--- src/rtl/expr_seq_pkg.sv ---
// Shared types, constants and the result-bus fold used by the expression vector sequencer.
package expr_seq_pkg;

  typedef enum logic [1:0] {
    IDLE  = 2'd0,
    RUN   = 2'd1,
    DRAIN = 2'd2,
    DONE  = 2'd3
  } seq_state_e;

  localparam int TAP0 = 71;
  localparam int TAP1 = 65;
  localparam int TAP2 = 24;
  localparam int TAP3 = 18;

  localparam int Y_W = 90;

  localparam logic [31:0] CRC_POLY = 32'h04C11DB7;
  localparam logic [31:0] SIG_INIT = 32'hFFFFFFFF;

  // Compacts the 90-bit result bus into one 32-bit word before it enters the MISR.
  function automatic logic [31:0] fold(input logic [Y_W-1:0] y);
    return y[31:0] ^ y[63:32] ^ {6'b0, y[89:64]};
  endfunction

endpackage

--- src/rtl/expr_misr.sv ---
// 32-bit multiple-input signature register fed by the folded result bus.
module expr_misr
  import expr_seq_pkg::*;
(
  input  logic           clk_i,
  input  logic           rst_i,
  input  logic           load_i,
  input  logic           en_i,
  input  logic [Y_W-1:0] y_i,
  output logic [31:0]    sig_o
);

  logic [31:0] sig_q;
  logic [31:0] sig_d;

  // Load takes priority so a relaunch always starts from a clean signature.
  always_comb begin
    sig_d = sig_q;
    if (load_i) begin
      sig_d = SIG_INIT;
    end else if (en_i) begin
      sig_d = ({sig_q[30:0], 1'b0} ^ (sig_q[31] ? CRC_POLY : 32'h0)) ^ fold(y_i);
    end
  end

  always_ff @(posedge clk_i or posedge rst_i) begin
    if (rst_i) begin
      sig_q <= SIG_INIT;
    end else begin
      sig_q <= sig_d;
    end
  end

  assign sig_o = sig_q;

endmodule

--- src/rtl/expr_vector_sequencer.sv ---
// Drives pseudo-random vectors into one expression unit and signs its results with a MISR.
module expr_vector_sequencer
  import expr_seq_pkg::*;
#(
  parameter int              IN_W    = 72,
  parameter int              OUT_W   = Y_W,
  parameter int              NUM_VEC = 256,
  parameter int              LAT     = 0,
  parameter logic [IN_W-1:0] SEED    = 72'h1
) (
  input  logic             clk_i,
  input  logic             reset_i,
  input  logic             start_i,
  input  logic             stall_i,
  input  logic [31:0]      expected_sig_i,
  output logic [IN_W-1:0]  vec_out_o,
  output logic             vec_valid_o,
  input  logic [OUT_W-1:0] y_in_i,
  output logic             busy_o,
  output logic             done_o,
  output logic             pass_o,
  output logic [31:0]      signature_o
);

  localparam logic [IN_W-1:0] SEED_EFF  = (SEED == '0) ? IN_W'(1) : SEED;
  localparam logic [15:0]     LAST_IDX  = 16'(NUM_VEC - 1);
  localparam logic [15:0]     VEC_TOTAL = 16'(NUM_VEC);

  seq_state_e      state_q, state_d;
  logic [IN_W-1:0] lfsr_q, lfsr_d;
  logic [15:0]     issue_cnt_q, issue_cnt_d;
  logic [15:0]     cap_cnt_q, cap_cnt_d;
  logic            start_ok;
  logic            issue;
  logic            cap_valid;
  logic            capture;
  logic            feedback;

  assign start_ok = start_i && ((state_q == IDLE) || (state_q == DONE));
  assign issue    = (state_q == RUN) && !stall_i;
  assign capture  = cap_valid && ((state_q == RUN) || (state_q == DRAIN));
  assign feedback = lfsr_q[TAP0] ^ lfsr_q[TAP1] ^ lfsr_q[TAP2] ^ lfsr_q[TAP3];

  // The accepted start reloads everything, so a relaunch from DONE repeats the run exactly.
  always_comb begin
    state_d     = state_q;
    lfsr_d      = lfsr_q;
    issue_cnt_d = issue_cnt_q;
    cap_cnt_d   = cap_cnt_q;
    if (capture) begin
      cap_cnt_d = cap_cnt_q + 16'd1;
    end
    case (state_q)
      IDLE, DONE: begin
        if (start_i) begin
          state_d     = RUN;
          lfsr_d      = SEED_EFF;
          issue_cnt_d = '0;
          cap_cnt_d   = '0;
        end
      end
      RUN: begin
        if (!stall_i) begin
          lfsr_d      = {lfsr_q[IN_W-2:0], feedback};
          issue_cnt_d = issue_cnt_q + 16'd1;
          if (issue_cnt_q == LAST_IDX) begin
            state_d = DRAIN;
          end
        end
      end
      DRAIN: begin
        if (cap_cnt_q == VEC_TOTAL) begin
          state_d = DONE;
        end
      end
      default: begin
        state_d = IDLE;
      end
    endcase
  end

  always_ff @(posedge clk_i or posedge reset_i) begin
    if (reset_i) begin
      state_q     <= IDLE;
      lfsr_q      <= SEED_EFF;
      issue_cnt_q <= '0;
      cap_cnt_q   <= '0;
    end else begin
      state_q     <= state_d;
      lfsr_q      <= lfsr_d;
      issue_cnt_q <= issue_cnt_d;
      cap_cnt_q   <= cap_cnt_d;
    end
  end

  // The unit never stalls, so the valid delay line shifts every cycle regardless of stall_i.
  generate
    if (LAT == 0) begin : g_no_lat
      assign cap_valid = issue;
    end else begin : g_lat
      logic [LAT-1:0] pipe_q;
      always_ff @(posedge clk_i or posedge reset_i) begin
        if (reset_i) begin
          pipe_q <= '0;
        end else if (start_ok) begin
          pipe_q <= '0;
        end else begin
          pipe_q <= (pipe_q << 1) | LAT'(issue);
        end
      end
      assign cap_valid = pipe_q[LAT-1];
    end
  endgenerate

  expr_misr u_misr (
    .clk_i  (clk_i),
    .rst_i  (reset_i),
    .load_i (start_ok),
    .en_i   (capture),
    .y_i    (y_in_i),
    .sig_o  (signature_o)
  );

  assign vec_out_o   = lfsr_q;
  assign vec_valid_o = issue;
  assign busy_o      = (state_q == RUN) || (state_q == DRAIN);
  assign done_o      = (state_q == DONE);
  assign pass_o      = done_o && (signature_o == expected_sig_i);

endmodule
--- config.mk ---
export PLATFORM = sky130hd
export DESIGN_NAME = expr_vector_sequencer
export DESIGN_NICKNAME = d
export VERILOG_FILES = /design/src/rtl/expr_seq_pkg.sv /design/src/rtl/expr_misr.sv /design/src/rtl/expr_vector_sequencer.sv
export SDC_FILE = /design/constraint.sdc
export NUM_CORES = 1
export LEC_CHECK = 0
export CAP_MARGIN = 30
export CORE_MARGIN = 10
export CORE_UTILIZATION = 46
export DETAILED_ROUTE_END_ITERATION = 12
export PLACE_DENSITY = 0.81
export SLEW_MARGIN = 5
export SYNTH_ARGS = -nofsm -noshare
export SYNTH_HDL_FRONTEND = slang
export SYNTH_SLANG_ARGS = --single-unit
export TNS_END_PERCENT = 1
--- constraint.sdc ---
create_clock -name clk_i -period 5.9 [get_ports clk_i]
set_input_delay 0.885 -clock clk_i [delete_from_list [all_inputs] [get_ports clk_i]]
set_output_delay 0.885 -clock clk_i [all_outputs]
set_load 0.1 [all_outputs]
==> summary.md, run 1 <==
• transition time at the pin with the least slew margin: 1030 ps
• largest net degree at the start of global routing: 75
• Max Used Layer: met4
• post-synthesis instance total: 626
• CP endpoint kind: primary output
• TritonCTS clock tree: done
• Crit Path Max Fanout: 1
• HPWL reported at the end of detailed placement: 15,800 um
• length of routed met2 wiring: 10,500 um
• Setup Total Neg Slack: 0 ps
• Arr. time, crit path: 3400 ps
• Die ar.: 20,400 sq um
• clock latency on the worst-skew pair: 420 ps
• Post-route DRC: 0
• cell area power density: 461 nW/um^2
• Final Net Count: 982
• post-synth top area share: 38.0%
• arithmetic-cell share of the synthesized area counting full adders, half adders and majority gates: 1.27%
• ratio of final minimum period to clock period: 72.6%
• placed instance area: 9400 sq um
• number of gates resized after CTS: 0
• WL met3: 1970 um
• critical path startpoint category: input port
• share of synthesized area spent on multiplexers: 0.307%
• Yosys warning count: 0
• average wire length per cell after detail routing: 20.6 um
• final worst slack: 1620 ps
• CTS sink count: 138
• worst r2r dst: issue_cnt_q[6]
• post-synthesis share of cell area spent on and, or, nand and nor gates: 11.5%
• Clk Tree Root Cell: clkbuf_16
• status: complete, no violations
• source of the worst hold timing path: issue_cnt_q[1]
• number of top-level pins: 234
• post-layout instance count excluding filler cells: 1,048
• Final setup violation count: 0
• instance count along the most critical hold path: 1
• final-report max-slew violation count: 0
• Met1 Routed Length: 8790 um
• final hold violation count: 0
• fillcell total: 1,055
• RSZ-0062 raised after global routing: false
• core box area: 14,600 sq um
• total global-route track usage: 21.1%
• average via count per standard cell: 5.47
• via count of the first global-routing pass: 6,064
• Setup Fix Bufs, Post-CTS: 0
• required time of the critical path: 5020 ps
• share of layout cells above drive strength 1: 8.93%
• synth top area cells: dfrtp_1 38%, dfstp_2 13%, xnor2_1 12%
• global-route wire length before repair: 34,100 um
• combined area of all synthesized cells: 6920 sq um
• minimum clock period: 4280 ps
• CTS max path bufs: 2
• Core Util, Final: 68.5%
• routability-driven placement congestion ratio: 0.899
• pre-CTS WS: 1610 ps
• Core Rows: 44
• depth of the worst register-to-register path: 7
• worst slew slack as a fraction of its limit: 31.0%
• count of port buffers added during placement: 233
• horizontal die dimension: 143 um
• leak pwr: 4.06 nW
• Clock H-tree levels: 4
• most instantiated library cell after synthesis: dfrtp_1
• number of nets in the synthesized netlist: 759
• worst-case register-to-register setup slack: 2960 ps
• initial antenna violation count: 2
• Post-Synth XOR/XNOR Area: 19.1%
• number of max-capacitance violations reported: 0
• first-pass detailed-route iteration total: 4
• maximum achievable frequency: 233 MHz
• synthesis-stage register bit count: 138
• vertical die dimension: 143 um
• DRC marker count from the first detailed-route iteration: 345
• largest area contributor in the synthesized netlist: dfrtp_1
• worst supply voltage drop on vdd: 0.000280 V
• layout-stage area growth over the synthesis result: 44.9%
• number of synthesized flops with an enable pin: 0
• Post-synth top cells: 105 x dfrtp_1, 94 x xnor2_1, 73 x a22o_1
• placed insts: 1,013
• routed via count: 5,734
• fraction of the mapped netlist area in compound gates: 14.9%
• fraction of registers with async set or reset after synthesis: 100%
• number of hold buffers added after CTS: 0
• Hold Crit Class: reg2reg
• final instance area: 10,000 sq um
• Final Skew: 5.93 ps
• clock slew at reported path FFs: 60 ps
• grt ovf: 0
• most frequently used flop master after synthesis: dfrtp_1
• Crit Path Class: in2out
• register area share after synthesis: 50.5%
• effective utilization at floorplan: 47.3%
• antenna viol nets, final: 0
• total detailed-routing wirelength: 21,600 um
• largest family of logic cells by synthesized area: XOR/XNOR gates
• Avg Synthesized Cell Area: 11.1 sq um
• Num CTS Buffers: 17
• terminating pin of the worst hold path: issue_cnt_q[1]
• count of different cell masters after synthesis: 40
• Worst R2R Start: state_q[0]
==> area by class of cell <==
class	instances	area (sq um)	share of cell area, %
Antenna cell	2	5.00	0.0499
Tap cell	184	230	2.29
Sequential cell	138	3490	34.8
Timing Repair Buffer	240	2400	24.0
Inverter	7	28.8	0.287
Multi-Input combinational cell	445	3270	32.5
Clock inverter	12	148	1.47
Clock buffer	20	457	4.55
==> kinds of logic (layout without fill, tap and decap cells) <==
group / count (synthesis) / after routing
XOR/XNOR: 151 / 151
AO/OA/AOI/OAI: 143 / 143
AND/OR/NAND/NOR: 142 / 142
flip-flops: 138 / 138
buffers and inverters: 43 / 279
adder cells (fa/ha/maj): 7 / 7
multiplexers: 2 / 2
other: 0 / 2
==> placed cells by master (no fill, tap or decap), types with 2 or more instances in the layout <==
cell type        netlist  routed
dfstp_2               33      33
o31ai_1                9       9
clkbuf_16              0      17
a31oi_1                2       2
and2_1                 3       2
and3_1                 5       5
buf_4                  0       6
dfrtp_1              105     105
or4_1                  8       8
nand4_1               11      11
inv_1                  7       6
ha_1                   7       7
diode_2                0       2
clkbuf_8               0       2
xor2_1                57      57
bufinv_16              0       3
nor3_1                36      36
a22o_1                73      73
or3_1                  6       6
xnor2_1               94      94
nor4_1                14      14
clkinvlp_4             0       4
nand2_1               17      17
clkinv_2               0       3
nand3_1               10       9
and4_1                 5       5
o21ai_0                9       9
a21oi_1               47      47
clkdlybuf4s50_1        0     233
nor2_1                17      17
==> power breakdown <==
part	total, mW	switching, mW	internal, mW
registers	1.46	0.266	1.20
logic	2.09	1.43	0.661
clock network	1.08	0.397	0.683
total	4.63	2.09	2.54
==> flip-flops by register name (all words and copies together), names as in the netlist <==
name,cells
cap_cnt_q,16
issue_cnt_q,16
state_q,2
u_misr.sig_o,32
vec_out_o,72
==> metal layers <==
layer / vias up / global-route usage (%)
met5: - / 0
met4: 0 / 7.44
met3: 21 / 7.99
met2: 230 / 34.9
met1: 2783 / 24.6
li1: 2700 / -
==> worst max-delay path by stage <==
stage / from / endpoint / slack [ps] / cells after the start
detailed placement: expected_sig_i[21] / pass_o / 1610 / 6
CTS: expected_sig_i[21] / pass_o / 1600 / 6
floorplan: u_misr.sig_o[31] / pass_o / 1360 / 5
global route: expected_sig_i[21] / pass_o / 1520 / 6
finish: expected_sig_i[21] / pass_o / 1620 / 6
global placement: expected_sig_i[21] / pass_o / 1660 / 6
==> critical path: stages <==
cell and delay, ps:
clkdlybuf4s50_1 420, xor2_1 160, nor4_1 430, nand3_1 180, nor3_1 160, clkdlybuf4s50_1 1160
==> metrics by stage <==
step           hold slack [ps]  total power, mW
2_1_floorplan              492             3.00
3_3_place_gp               504             3.53
3_5_place_dp               505             3.57
4_1_cts                    527             4.66
5_1_grt                    547             4.82
6_report                   525             4.63
(Power assumes the default switching activity.)
==> inputs of run 2 (changes only) <==
Settings changed: CORE_UTILIZATION 46 to 42, PLACE_DENSITY 0.81 to 0.78.
Clock period 5.9 ns to 3.6 ns, I/O delays scaled along.
==> run 2 against run 1 <==
Count of clock-buffer cells in the layout is 3 lower; clock power is 59% higher; combinational power is 67% higher; first-iteration DRC count is 12% lower; die area is 8.2% higher; setup slack worse by 850 ps; cell area is 1.2% higher; flip-flop and latch count stayed put; sequential power is 61% higher; critical path type unchanged.
==> summary.md, run 2 (synthesis results as in run 1) <==
• layout-stage area growth over the synthesis result: 46.6%, was 44.9%
• Net Sw Frac: 45.8%, was 45.2%
• number of hold buffers added after CTS: 0, unchanged
• Arr. time, crit path: 2300 ps, was 3400 ps
• CP endpoint kind: primary output, unchanged
• instance count along the most critical hold path: 1, unchanged
• largest net degree at the start of global routing: 77, was 75
• Core Rows: 46, was 44
• Clock H-tree levels: 4, unchanged
• number of antenna diodes: 0, was 2
• number of top-level pins: 234, unchanged
• Die ar.: 22,000 sq um, was 20,400 sq um
• status: complete, no violations, unchanged
• Int Pwr: 4.09 mW, was 2.54 mW
• share of layout cells above drive strength 1: 10.6%, was 8.93%
• Setup Fix Bufs, Post-CTS: 0, unchanged
• maximum achievable frequency: 352 MHz
• routability-driven placement congestion ratio: 0.837, was 0.899
• Final Skew: 13.2 ps, was 5.93 ps
• fillcell total: 1,309, was 1,055
• worst supply voltage drop on vdd: 0.000444 V, was 0.000280 V
• count of port buffers added during placement: 233, unchanged
• final-report max-slew violation count: 0, unchanged
• DRC marker count from the first detailed-route iteration: 302, was 345
• CTS max path bufs: 2, unchanged
• worst hold slack: 520 ps, was 525 ps
• most frequent standard cell in the layout excluding fill and tap cells: clkdlybuf4s50_1, unchanged
• routed via count: 5,698, was 5,734
• via count of the first global-routing pass: 5,985, was 6,064
• cell area power density: 745 nW/um^2, was 461 nW/um^2
• Post-route DRC: 0, unchanged
• combinational group share of total power: 46.1%, was 45.1%
• vertical die dimension: 148 um, was 143 um
• clock latency on the worst-skew pair: 420 ps, about the same
• buffering stage count on the worst path with inverters included: 2, unchanged
• Crit Path Max Fanout: 1, unchanged
• transition time at the pin with the least slew margin: 1040 ps, was 1030 ps
• instance count on the critical path: 6, unchanged
• final instance area: 10,200 sq um, was 10,000 sq um
• flip-flop count of the largest register, all copies and words added: 72, unchanged
• cell-by-cell trace of the critical path: clkdlybuf4s50_1 -> xor2_1 -> nor4_1 -> nand3_1 -> nor3_2 -> buf_12, was clkdlybuf4s50_1 -> xor2_1 -> nor4_1 -> nand3_1 -> nor3_1 -> clkdlybuf4s50_1
• TritonCTS clock tree: done, unchanged
• Num CTS Buffers: 17, unchanged
• CP delay by family, top: simple AND/OR/NAND/NOR gates, was buffers and inverters
• minimum clock period: 2840 ps
• share of total power in the clock network: 22.8%, was 23.3%
• Final setup violation count: 0, unchanged
• placed instance area: 9550 sq um, was 9400 sq um
• horizontal die dimension: 148 um, was 143 um
• global-route wire length before repair: 33,100 um, was 34,100 um
• depth of the worst register-to-register path: 6, was 7
• proportion of power drawn by flip-flops and latches: 31.1%, was 31.6%
• slowest cell delay on critical path: 530 ps, was 1160 ps
• antenna viol nets, final: 0, unchanged
• average wire length per cell after detail routing: 19.4 um, was 20.6 um
• highest-count cells in the layout ignoring fill and taps: 225 x clkdlybuf4s50_1, 105 x dfrtp_1, 94 x xnor2_1, was 233 x clkdlybuf4s50_1, 105 x dfrtp_1, 94 x xnor2_1
• core box area: 16,000 sq um, was 14,600 sq um
• total detailed-routing wirelength: 20,900 um, was 21,600 um
• Hold Crit Class: reg2reg, unchanged
• effective utilization at floorplan: 43.3%, was 47.3%
• grt ovf: 0, unchanged
• CTS sink count: 138, unchanged
• worst slew slack as a fraction of its limit: 30.1%, was 31.0%
• number of max-capacitance violations reported: 0, unchanged
• first-pass detailed-route iteration total: 5, was 4
• number of gates resized after CTS: 0, unchanged
• initial antenna violation count: 0, was 2
• Crit Path Class: in2out, unchanged
• cell at the slowest stage of the critical path: nor4_1, was clkdlybuf4s50_1
• net switching power of the design: 3.46 mW, was 2.09 mW
• leak pwr: 4.10 nW, was 4.06 nW
• RSZ-0062 raised after global routing: false, unchanged
• HPWL reported at the end of detailed placement: 15,500 um, was 15,800 um
• ratio of final minimum period to clock period: 78.8%
• final hold violation count: 0, unchanged
• clock slew at reported path FFs: 60 ps, about the same
• average via count per standard cell: 5.27, was 5.47
• required time of the critical path: 3060 ps, was 5020 ps
• critical path startpoint category: input port, unchanged
• Clk Tree Root Cell: clkbuf_16, unchanged
• Final Net Count: 986, was 982
• total global-route track usage: 18.8%, was 21.1%
[run 2: changes by cell type in the layout (fill, tap and decap cells not counted), moves of 2 or more]
cell	change
buf_12	+5
buf_4	+6
clkbuf_8	-2
clkdlybuf4s50_1	-8
clkinv_2	-2
diode_2	-2
inv_6	+6
[run 2: final timing paths]
| path | slack, ps | startpoint | end |
|---|---|---|---|
| max | 760 | expected_sig_i[21] | pass_o |
| min | 520 | vec_out_o[52] | vec_out_o[53] |
| max reg2reg | 1070 | state_q[0] | cap_cnt_q[15] |
| min reg2reg | 520 | vec_out_o[52] | vec_out_o[53] |
| max in group asynchronous | 2160 | reset_i | u_misr.sig_o[28] |
| min in group asynchronous | 620 | reset_i | vec_out_o[14] |
[run 2: layer usage]
| layer | GRT usage [%] | wire length (um) | vias up |
|---|---|---|---|
| li1 | - | - | 2710 |
| met1 | 22.8 | 8980 | 2783 |
| met2 | 30.0 | 9840 | 189 |
| met3 | 7.74 | 1810 | 16 |
| met4 | 5.90 | 287 | 0 |
| met5 | 0 | 0 | - |
[run 2: layout make-up]
type | instances | area [sq um] | area share (%)
clock buffers | 17 | 425 | 4.19
repair buffers | 244 | 2500 | 24.6
inverters | 7 | 31.3 | 0.308
well taps | 216 | 270 | 2.66
clock inverters | 14 | 160 | 1.58
multi-input cells | 445 | 3270 | 32.2
flip-flops and latches | 138 | 3490 | 34.4
[run 2: power groups by stage]
stage	clock network, mW	logic [mW]	registers, mW
floorplan	0	0.996	3.92
CTS	1.77	3.52	2.35
global placement	0	3.45	2.37
detailed placement	0	3.50	2.38
global route	1.83	3.66	2.40
finish	1.72	3.49	2.35
[run 2: stage by stage]
stage | std cells | power, mW | utilization [%] | TNS, ps | setup WS [ps]
2_1_floorplan | 626 | 4.92 | - | -61060 | -582
3_3_place_gp | 1047 | 5.81 | 59.3 | 0 | 810
3_5_place_dp | 1049 | 5.88 | 59.7 | 0 | 822
4_1_cts | 1080 | 7.64 | 63.3 | 0 | 795
5_1_grt | 1081 | 7.89 | 63.4 | 0 | 721
6_report | 1081 | 7.56 | 63.4 | 0 | 763
==> inputs of run 3 (changes only) <==
Settings changed: CORE_UTILIZATION 42 to 46, PLACE_DENSITY 0.78 to 0.81.
Clock period 3.6 ns to 2.75 ns, I/O delays scaled along.
==> run 3 against run 2 <==
Register-to-register slack got worse by 620 ps; flip-flop and latch count unchanged; largest power group unchanged; sequential power rose by 31%; critical path depth down 1.
==> summary.md, run 3 (synthesis results as in run 1) <==
• worst slew slack as a fraction of its limit: 52.7%, was 30.1%
• minimum clock period: 2550 ps
• clock slew at reported path FFs: 60 ps, about the same
• cell area power density: 990 nW/um^2, was 745 nW/um^2
• Crit Path Max Fanout: 4, was 1
• horizontal die dimension: 143 um, was 148 um
• average via count per standard cell: 5.55, was 5.27
• worst-case register-to-register setup slack: 450 ps, was 1070 ps
• number of top-level pins: 234, unchanged
• Hold Crit Class: reg2reg, unchanged
• slowest cell delay on critical path: 580 ps, was 530 ps
• CP endpoint kind: primary output, unchanged
• antenna viol nets, final: 0, unchanged
• CTS max path bufs: 2, unchanged
• fillcell total: 1,115, was 1,309
• Die ar.: 20,400 sq um, was 22,000 sq um
• DRC marker count from the first detailed-route iteration: 327, was 302
• Post-route DRC: 0, unchanged
• most frequent standard cell in the layout excluding fill and tap cells: clkdlybuf4s50_1, unchanged
• highest-count cells in the layout ignoring fill and taps: 125 x clkdlybuf4s50_1, 114 x buf_4, 105 x dfrtp_1, was 225 x clkdlybuf4s50_1, 105 x dfrtp_1, 94 x xnor2_1
• Setup Fix Bufs, Post-CTS: 0, unchanged
• core box area: 14,600 sq um, was 16,000 sq um
• cell-by-cell trace of the critical path: xor2_1 -> nor4_1 -> nand3_1 -> nor3_2 -> buf_12, was clkdlybuf4s50_1 -> xor2_1 -> nor4_1 -> nand3_1 -> nor3_2 -> buf_12
• cell at the slowest stage of the critical path: dfstp_2, was nor4_1
• Crit Path Class: reg2out, was in2out
• effective utilization at floorplan: 47.3%, was 43.3%
• overall power consumption: 9.70 mW, was 7.56 mW
• final hold violation count: 0, unchanged
• Arr. time, crit path: 2130 ps, was 2300 ps
• CTS sink count: 138, unchanged
• TritonCTS clock tree: done, unchanged
• status: complete, no violations, unchanged
• Core Rows: 44, was 46
• Final setup violation count: 0, unchanged
• placed instance area: 9230 sq um, was 9550 sq um
• transition time at the pin with the least slew margin: 710 ps, was 1040 ps
• Setup Total Neg Slack: 0 ps, unchanged
• count of port buffers added during placement: 233, unchanged
• number of max-capacitance violations reported: 0, unchanged
• required time of the critical path: 2340 ps, was 3060 ps
• RSZ-0062 raised after global routing: false, unchanged
• initial antenna violation count: 0, unchanged
• clock latency on the worst-skew pair: 420 ps, about the same
• number of antenna diodes: 0, unchanged
• final-report max-slew violation count: 0, unchanged
• Final Skew: 9.17 ps, was 13.2 ps
• worst supply voltage drop on vdd: 0.000709 V, was 0.000444 V
• grt ovf: 0, unchanged
• number of hold buffers added after CTS: 0, unchanged
• Clock H-tree levels: 4, unchanged
• routed via count: 5,827, was 5,698
• vertical die dimension: 143 um, was 148 um
• average wire length per cell after detail routing: 20.0 um, was 19.4 um
• total detailed-routing wirelength: 21,000 um, was 20,900 um
• critical path startpoint category: register, was input port
• first-pass detailed-route iteration total: 5, unchanged
• Final Net Count: 986, unchanged
• via count of the first global-routing pass: 6,182, was 5,985
• layout-stage area growth over the synthesis result: 41.6%, was 46.6%
• final instance area: 9800 sq um, was 10,200 sq um
• routability-driven placement congestion ratio: 0.899, was 0.837
• ratio of final minimum period to clock period: 92.6%
• total global-route track usage: 20.4%, was 18.8%
• HPWL reported at the end of detailed placement: 15,700 um, was 15,500 um
• leak pwr: 4.24 nW, was 4.10 nW
• flip-flop count of the largest register, all copies and words added: 72, unchanged
• maximum achievable frequency: 393 MHz
• largest net degree at the start of global routing: 139, was 77
• number of gates resized after CTS: 0, unchanged
• worst hold slack: 522 ps, was 520 ps
• Num CTS Buffers: 17, unchanged
• share of layout cells above drive strength 1: 21.9%, was 10.6%
• global-route wire length before repair: 33,400 um, was 33,100 um
• Clk Tree Root Cell: clkbuf_16, unchanged
[run 3: where the power goes]
part | internal [mW] | leakage, nW | total, mW | switching [mW]
registers | 2.56 | 1.78 | 3.08 | 0.517
logic | 1.34 | 2.19 | 4.46 | 3.12
clock network | 1.31 | 0.272 | 2.17 | 0.854
[run 3: layout make-up]
type                    instances  area (sq um)  share of cell area (%)
inverters                       7          30.0                   0.306
clock inverters                10          93.8                   0.957
well taps                     184           230                    2.35
repair buffers                244          2210                    22.5
clock buffers                  22           474                    4.84
flip-flops and latches        138          3490                    35.7
multi-input cells             445          3270                    33.4
[run 3: critical path: cells and delay by family, from the launching register on]
kind | cells | cell delay (ps)
XOR/XNOR | 1 | 90
buffers and inverters | 1 | 210
flip-flops | 1 | 580
AND/OR/NAND/NOR | 3 | 840
[run 3: worst paths after layout]
check,from,to,depth (start not counted)
min in group asynchronous,reset_i,issue_cnt_q[2],3
worst max-delay path,u_misr.sig_o[5],pass_o,5
max in group asynchronous,reset_i,cap_cnt_q[4],3
worst max register to register,state_q[0],cap_cnt_q[15],6
worst min-delay path,vec_out_o[48],vec_out_o[49],1
worst min register to register,vec_out_o[48],vec_out_o[49],1
[run 3: routing by layer]
| layer | vias up | wire, um | share of wire, % | GRT usage [%] |
|---|---|---|---|---|
| li1 | 2712 | - | - | - |
| met1 | 2861 | 8210 | 39 | 23.5 |
| met2 | 230 | 10200 | 49 | 33.4 |
| met3 | 24 | 2220 | 11 | 8.99 |
| met4 | 0 | 350 | 1.7 | 6.84 |
| met5 | - | 0 | 0 | 0 |
[run 3: through the flow]
step / utilization, % / setup slack [ps] / cells
after floorplan: - / -475 / 626
after global placement: 63.0 / 318 / 1018
after detailed placement: 63.0 / 330 / 1018
after CTS: 66.9 / 213 / 1050
after global routing: 66.9 / 86.5 / 1050
final: 66.9 / 203 / 1050
==> edit 1 (settings of run 2) <==
Set the parameter `LAT` to 1 (it was 0).
--- a/src/rtl/expr_vector_sequencer.sv
+++ b/src/rtl/expr_vector_sequencer.sv
@@ -6,5 +6,5 @@
   parameter int              OUT_W   = Y_W,
   parameter int              NUM_VEC = 256,
-  parameter int              LAT     = 0,
+  parameter int              LAT     = 1,
   parameter logic [IN_W-1:0] SEED    = 72'h1
 ) (
Check against the original RTL: not equivalent (Yosys sat finds a counterexample within 4 cycles, from zero or initial values and one cycle with reset_i high).
==> edit 1 against run 2 <==
  * Routed wire length about the same
  * Core utilization is 0.59 points lower
  * Critical path type unchanged
  * Cell area down 0.93%
  * Largest cell class unchanged
  * Power is 0.84% higher
  * Non-clock buffer count unchanged
  * Synthesized area about the same
  * Largest power group unchanged
  * Sequential cell count is 1 higher
  * Final cell count grew 0.46%
  * Worst setup slack better by 18 ps
  * Critical endpoint unchanged
==> edit 1: results (changes against run 2) <==
Parameter                              Value

Layout
  Final instance area ... 10100 um^2 (-0.93%)
  Count of fill cells added during filler insertion ... 1310 (+0.076%)
  Layout Nets ... 990 (+0.41%)
  Proportion of layout cells with a drive suffix above 1 ... 10.9% (+0.28 points)

Route
  Wire length reported by the detailed router ... 20.9 mm (about the same)
  Number of design-rule violations left by the first detailed-router iteration ... 284 (-6.0%)
  Total vias in the final route ... 5619 (-1.4%)

Global route
  Met2 demand-to-capacity share in global routing ... 30.5% (+0.52 points)
  GRT met3 Usage ... 7.10% (-0.64 points)
  Met1 Resource Use GR ... 22.9% (+0.14 points)
  First-pass GRT wire length ... 32.7 mm (-1.3%)
  Vias in the first global route ... 5803 (-3.0%)
  Pin count of the biggest net entering global routing ... 75 (-2.6%)

Power
  Static power due to leakage ... 4.14 nW (+0.92%)
  VDD IR-drop max ... 0.503 mV (+13%)

Yosys
  Count of different cell masters after synthesis ... 43 (+7.5%)
  Dominant cells by area after synthesis ... sky130_fd_sc_hd__dfrtp_1 38%, sky130_fd_sc_hd__dfstp_2 13%, sky130_fd_sc_hd__xnor2_1 12%, sky130_fd_sc_hd__a22o_1 9.2%, sky130_fd_sc_hd__xor2_1 6.7%
  Cell types with the highest counts after synthesis ... 106 x sky130_fd_sc_hd__dfrtp_1, 96 x sky130_fd_sc_hd__xnor2_1, 73 x sky130_fd_sc_hd__a22o_1, 53 x sky130_fd_sc_hd__xor2_1, 51 x sky130_fd_sc_hd__nor2_1
  Primary flip-flop cell chosen by synthesis mapping ... sky130_fd_sc_hd__dfrtp_1
  Portion of the post-synthesis area used by sequential elements ... 50.9% (+0.38 points)

CTS
  CTS Buf Count ... 17 (unchanged)
  Number of gates given a new drive strength after cts ... 0 (unchanged)
  Number of setup buffers added after CTS ... 0 (unchanged)

Timing
  Post-Route Skew ... 5.64 ps (-7.60 ps)
  Pin slew with the least headroom to its limit ... 1040 ps (-8.50 ps)
  Setup violators final ... 0 (unchanged)

Worst setup path
  Largest delay share family, worst path ... buffers and inverters
  Critical path's largest stage delay ... 420 ps (-110 ps)
  Arrival time at the worst endpoint ... 2280 ps (-20 ps)

Place
  Half-perimeter wire length of the detailed placement result ... 15.9 mm (+2.8%)
  Final weighted congestion in routability-driven placement ... 0.822 (-1.8%)
  Placed cell areas ... 9490 um^2 (-0.63%)

Worst hold path
  Hold WC Path Type ... reg2reg

Outcome
  Status ... complete, no violations
==> edit 1: changes by cell type in the layout (fill, tap and decap cells not counted), sizes merged, moves of 4 or more <==
cell / before / now
nor2: 17 / 51
nor3: 36 / 6
nand2b: 1 / 5
nand4: 12 / 8
xor2: 57 / 53
==> edit 1: per-stage QoR <==
| step | std cells | setup TNS (ps) | hold slack [ps] | worst slack, ps |
|---|---|---|---|---|
| global route | 1086 | 0 | 542 | 678 |
| floorplan | 626 | -64650 | 492 | -610 |
| finish | 1086 | 0 | 519 | 781 |
| detailed placement | 1054 | 0 | 504 | 722 |
| CTS | 1086 | 0 | 524 | 706 |
| global placement | 1054 | 0 | 506 | 728 |
==> edit 1: worst reg2reg max path, stage by stage, from the launching register on <==
cell                      delay, ps
sky130_fd_sc_hd__dfrtp_1        410
sky130_fd_sc_hd__inv_1           80
sky130_fd_sc_hd__ha_1           430
sky130_fd_sc_hd__or2_1          270
sky130_fd_sc_hd__nand3_2        410
sky130_fd_sc_hd__buf_4          370
sky130_fd_sc_hd__buf_4          230
sky130_fd_sc_hd__a22o_1         250
==> edit 1: final timing paths <==
path                       slack [ps]                   endpoint                startpoint  cells past startpoint
max reg2reg                      1030  vec_out_o[54]$_DFFE_PP0P_    state_q[0]$_DFFE_PP0P_                      7
max in group asynchronous        2190   vec_out_o[0]$_DFFE_PP1P_                   reset_i                      3
min                               520  vec_out_o[10]$_DFFE_PP0P_  vec_out_o[9]$_DFFE_PP0P_                      1
max                               780                     pass_o        expected_sig_i[30]                      7
min in group asynchronous         570     state_q[0]$_DFFE_PP0P_                   reset_i                      2
min reg2reg                       520  vec_out_o[10]$_DFFE_PP0P_  vec_out_o[9]$_DFFE_PP0P_                      1
==> edit 1: final cells by class <==
cell class                      count  area share, %
Inverter                            9          0.386
Clock buffer                       20           4.54
Tap cell                          216           2.69
Sequential cell                   139           35.0
Timing Repair Buffer              244           24.1
Multi-Input combinational cell    446           32.2
Clock inverter                     12           1.14
==> edit 1: cell families (layout without fill, tap and decap cells) <==
family | count (synthesis) | in the layout | share of synthesized area [%]
AOI/OAI and AO/OA | 142 | 142 | 15.0
xor gates and xnor gates | 149 | 149 | 18.9
adders and majority gates | 7 | 7 | 1.27
buffers and inverters | 41 | 285 | 2.50
DFF | 139 | 139 | 50.9
muxes | 4 | 4 | 0.597
and+or+nand+nor | 144 | 144 | 10.9
==> edit 1: power breakdown <==
part | switching, mW | total [mW] | internal, mW
Clock | 0.687 | 1.68 | 0.995
Combinational | 2.41 | 3.52 | 1.11
Sequential | 0.426 | 2.43 | 2.00
Total | 3.52 | 7.62 | 4.10
==> edit 1: per-layer routing <==
metal,vias to the layer above,routed length [um]
li1,2680,-
met1,2753,8960
met2,172,10200
met3,14,1570
met4,0,216
met5,-,0
==> edit 2 (config.mk and constraints of run 2) <==
Without the edit above. One comparison of `cap_cnt_q` changes from == to >=.
--- a/src/rtl/expr_vector_sequencer.sv
+++ b/src/rtl/expr_vector_sequencer.sv
@@ -70,5 +70,5 @@
       end
       DRAIN: begin
-        if (cap_cnt_q == VEC_TOTAL) begin
+        if (cap_cnt_q >= VEC_TOTAL) begin
           state_d = DONE;
         end
Behaviour: no difference found for any inputs over 10 cycles, from zero or initial values and one cycle with reset_i high; that may be too few to reach the edited logic, so the function may still have changed.
==> edit 2 against run 2 <==
  * Cell area shrank 0.96%
  * Synthesized area grew 0.16%
  * Largest power group unchanged
  * Synthesized cell count shrank 0.32%
  * Via count shrank 1.0%
  * Critical path type is now reg2out
  * Combinational power shrank 4%
  * Worst setup slack gained 43 ps
  * Critical endpoint unchanged
  * Die area grew 0.14%
  * Power shrank 5.1%
  * Hold slack lost 26 ps
  * Count of clock-buffer cells in the layout grew 2
  * Sequential cell count is the same
  * Routed wire length shrank 1.9%
==> edit 2: results (changes against run 2) <==
Parameter                              Value

Outcome
  Status ... complete, no violations

Worst hold path
  Hold Crit Endpoint ... cap_cnt_q[15]$_DFF_PP0_
  Start point of the worst hold path ... cap_cnt_q[15]$_DFF_PP0_

Yosys
  Cell count after synthesis ... 624 (-0.32%)
  Portion of netlist area occupied by mux cells ... 0.433% (+0.13 points)
  Syn_nets ... 756 (-0.40%)
  Count of different cell masters after synthesis ... 48 (+20%)
  Cell types with the highest counts after synthesis ... 105 x sky130_fd_sc_hd__dfrtp_1, 90 x sky130_fd_sc_hd__xnor2_1, 72 x sky130_fd_sc_hd__a22o_1, 56 x sky130_fd_sc_hd__xor2_1, 48 x sky130_fd_sc_hd__a21oi_1
  Portion of the post-synthesis area used by sequential elements ... 50.4% (-0.082 points)
  Complex-gate fraction of the synthesized area ... 15.2% (+0.35 points)
  Share of synthesized cell area in full adder, half adder and majority cells ... 1.08% (-0.18 points)

Global route
  First-pass GRT wire length ... 32.5 mm (-1.8%)
  Vias in the first global route ... 5956 (-0.48%)

Route
  DR WL met3 ... 1.76 mm (-2.7%)
  M1 wire length ... 7.99 mm (-11%)
  Total vias in the final route ... 5641 (-1.0%)

Worst setup path
  Startpoint of the most critical setup path ... u_misr.sig_o[21]$_DFFE_PP1P_
  Arrival time at the worst endpoint ... 2250 ps (-50 ps)
  Worst flop-to-flop path endpoint ... issue_cnt_q[6]$_DFFE_PP0P_

Timing
  Tightest slew margin relative to the limit ... 29.7% (-0.41 points)
  Portion of the clock cycle consumed by the worst path in the final layout ... 77.6% (-1.2 points)
  Post-Route Skew ... 6.88 ps (-6.35 ps)

Layout
  Proportion of layout cells with a drive suffix above 1 ... 11.6% (+0.95 points)
  Count of fill cells added during filler insertion ... 1295 (-1.1%)

Power
  VDD IR-drop max ... 0.616 mV (+39%)
  Static power due to leakage ... 4.08 nW (-0.48%)

Place
  Half-perimeter wire length of the detailed placement result ... 15.4 mm (-0.42%)
  Post-placement cell count ... 1046 (-0.29%)
==> edit 2: worst max-delay path, stage by stage (launching register included) <==
cell	delay (ps)
sky130_fd_sc_hd__dfstp_2	620
sky130_fd_sc_hd__xor2_1	90
sky130_fd_sc_hd__nor4_1	460
sky130_fd_sc_hd__nand4_1	160
sky130_fd_sc_hd__nor3_2	280
sky130_fd_sc_hd__buf_12	210
==> edit 2: cell type report <==
class | count | area [um^2] | area share [%]
inverters | 9 | 38.8 | 0.386
flip-flops and latches | 138 | 3490 | 34.8
well taps | 216 | 270 | 2.69
repair buffers | 241 | 2420 | 24.1
clock buffers | 19 | 443 | 4.41
multi-input cells | 443 | 3260 | 32.5
clock inverters | 13 | 119 | 1.18
==> edit 2: power by group <==
group | switching (mW) | total, mW | internal (mW) | leakage [nW]
clock network | 0.685 | 1.66 | 0.972 | 0.266
registers | 0.302 | 2.17 | 1.86 | 1.80
logic | 2.33 | 3.35 | 1.02 | 2.02
total | 3.32 | 7.17 | 3.85 | 4.08
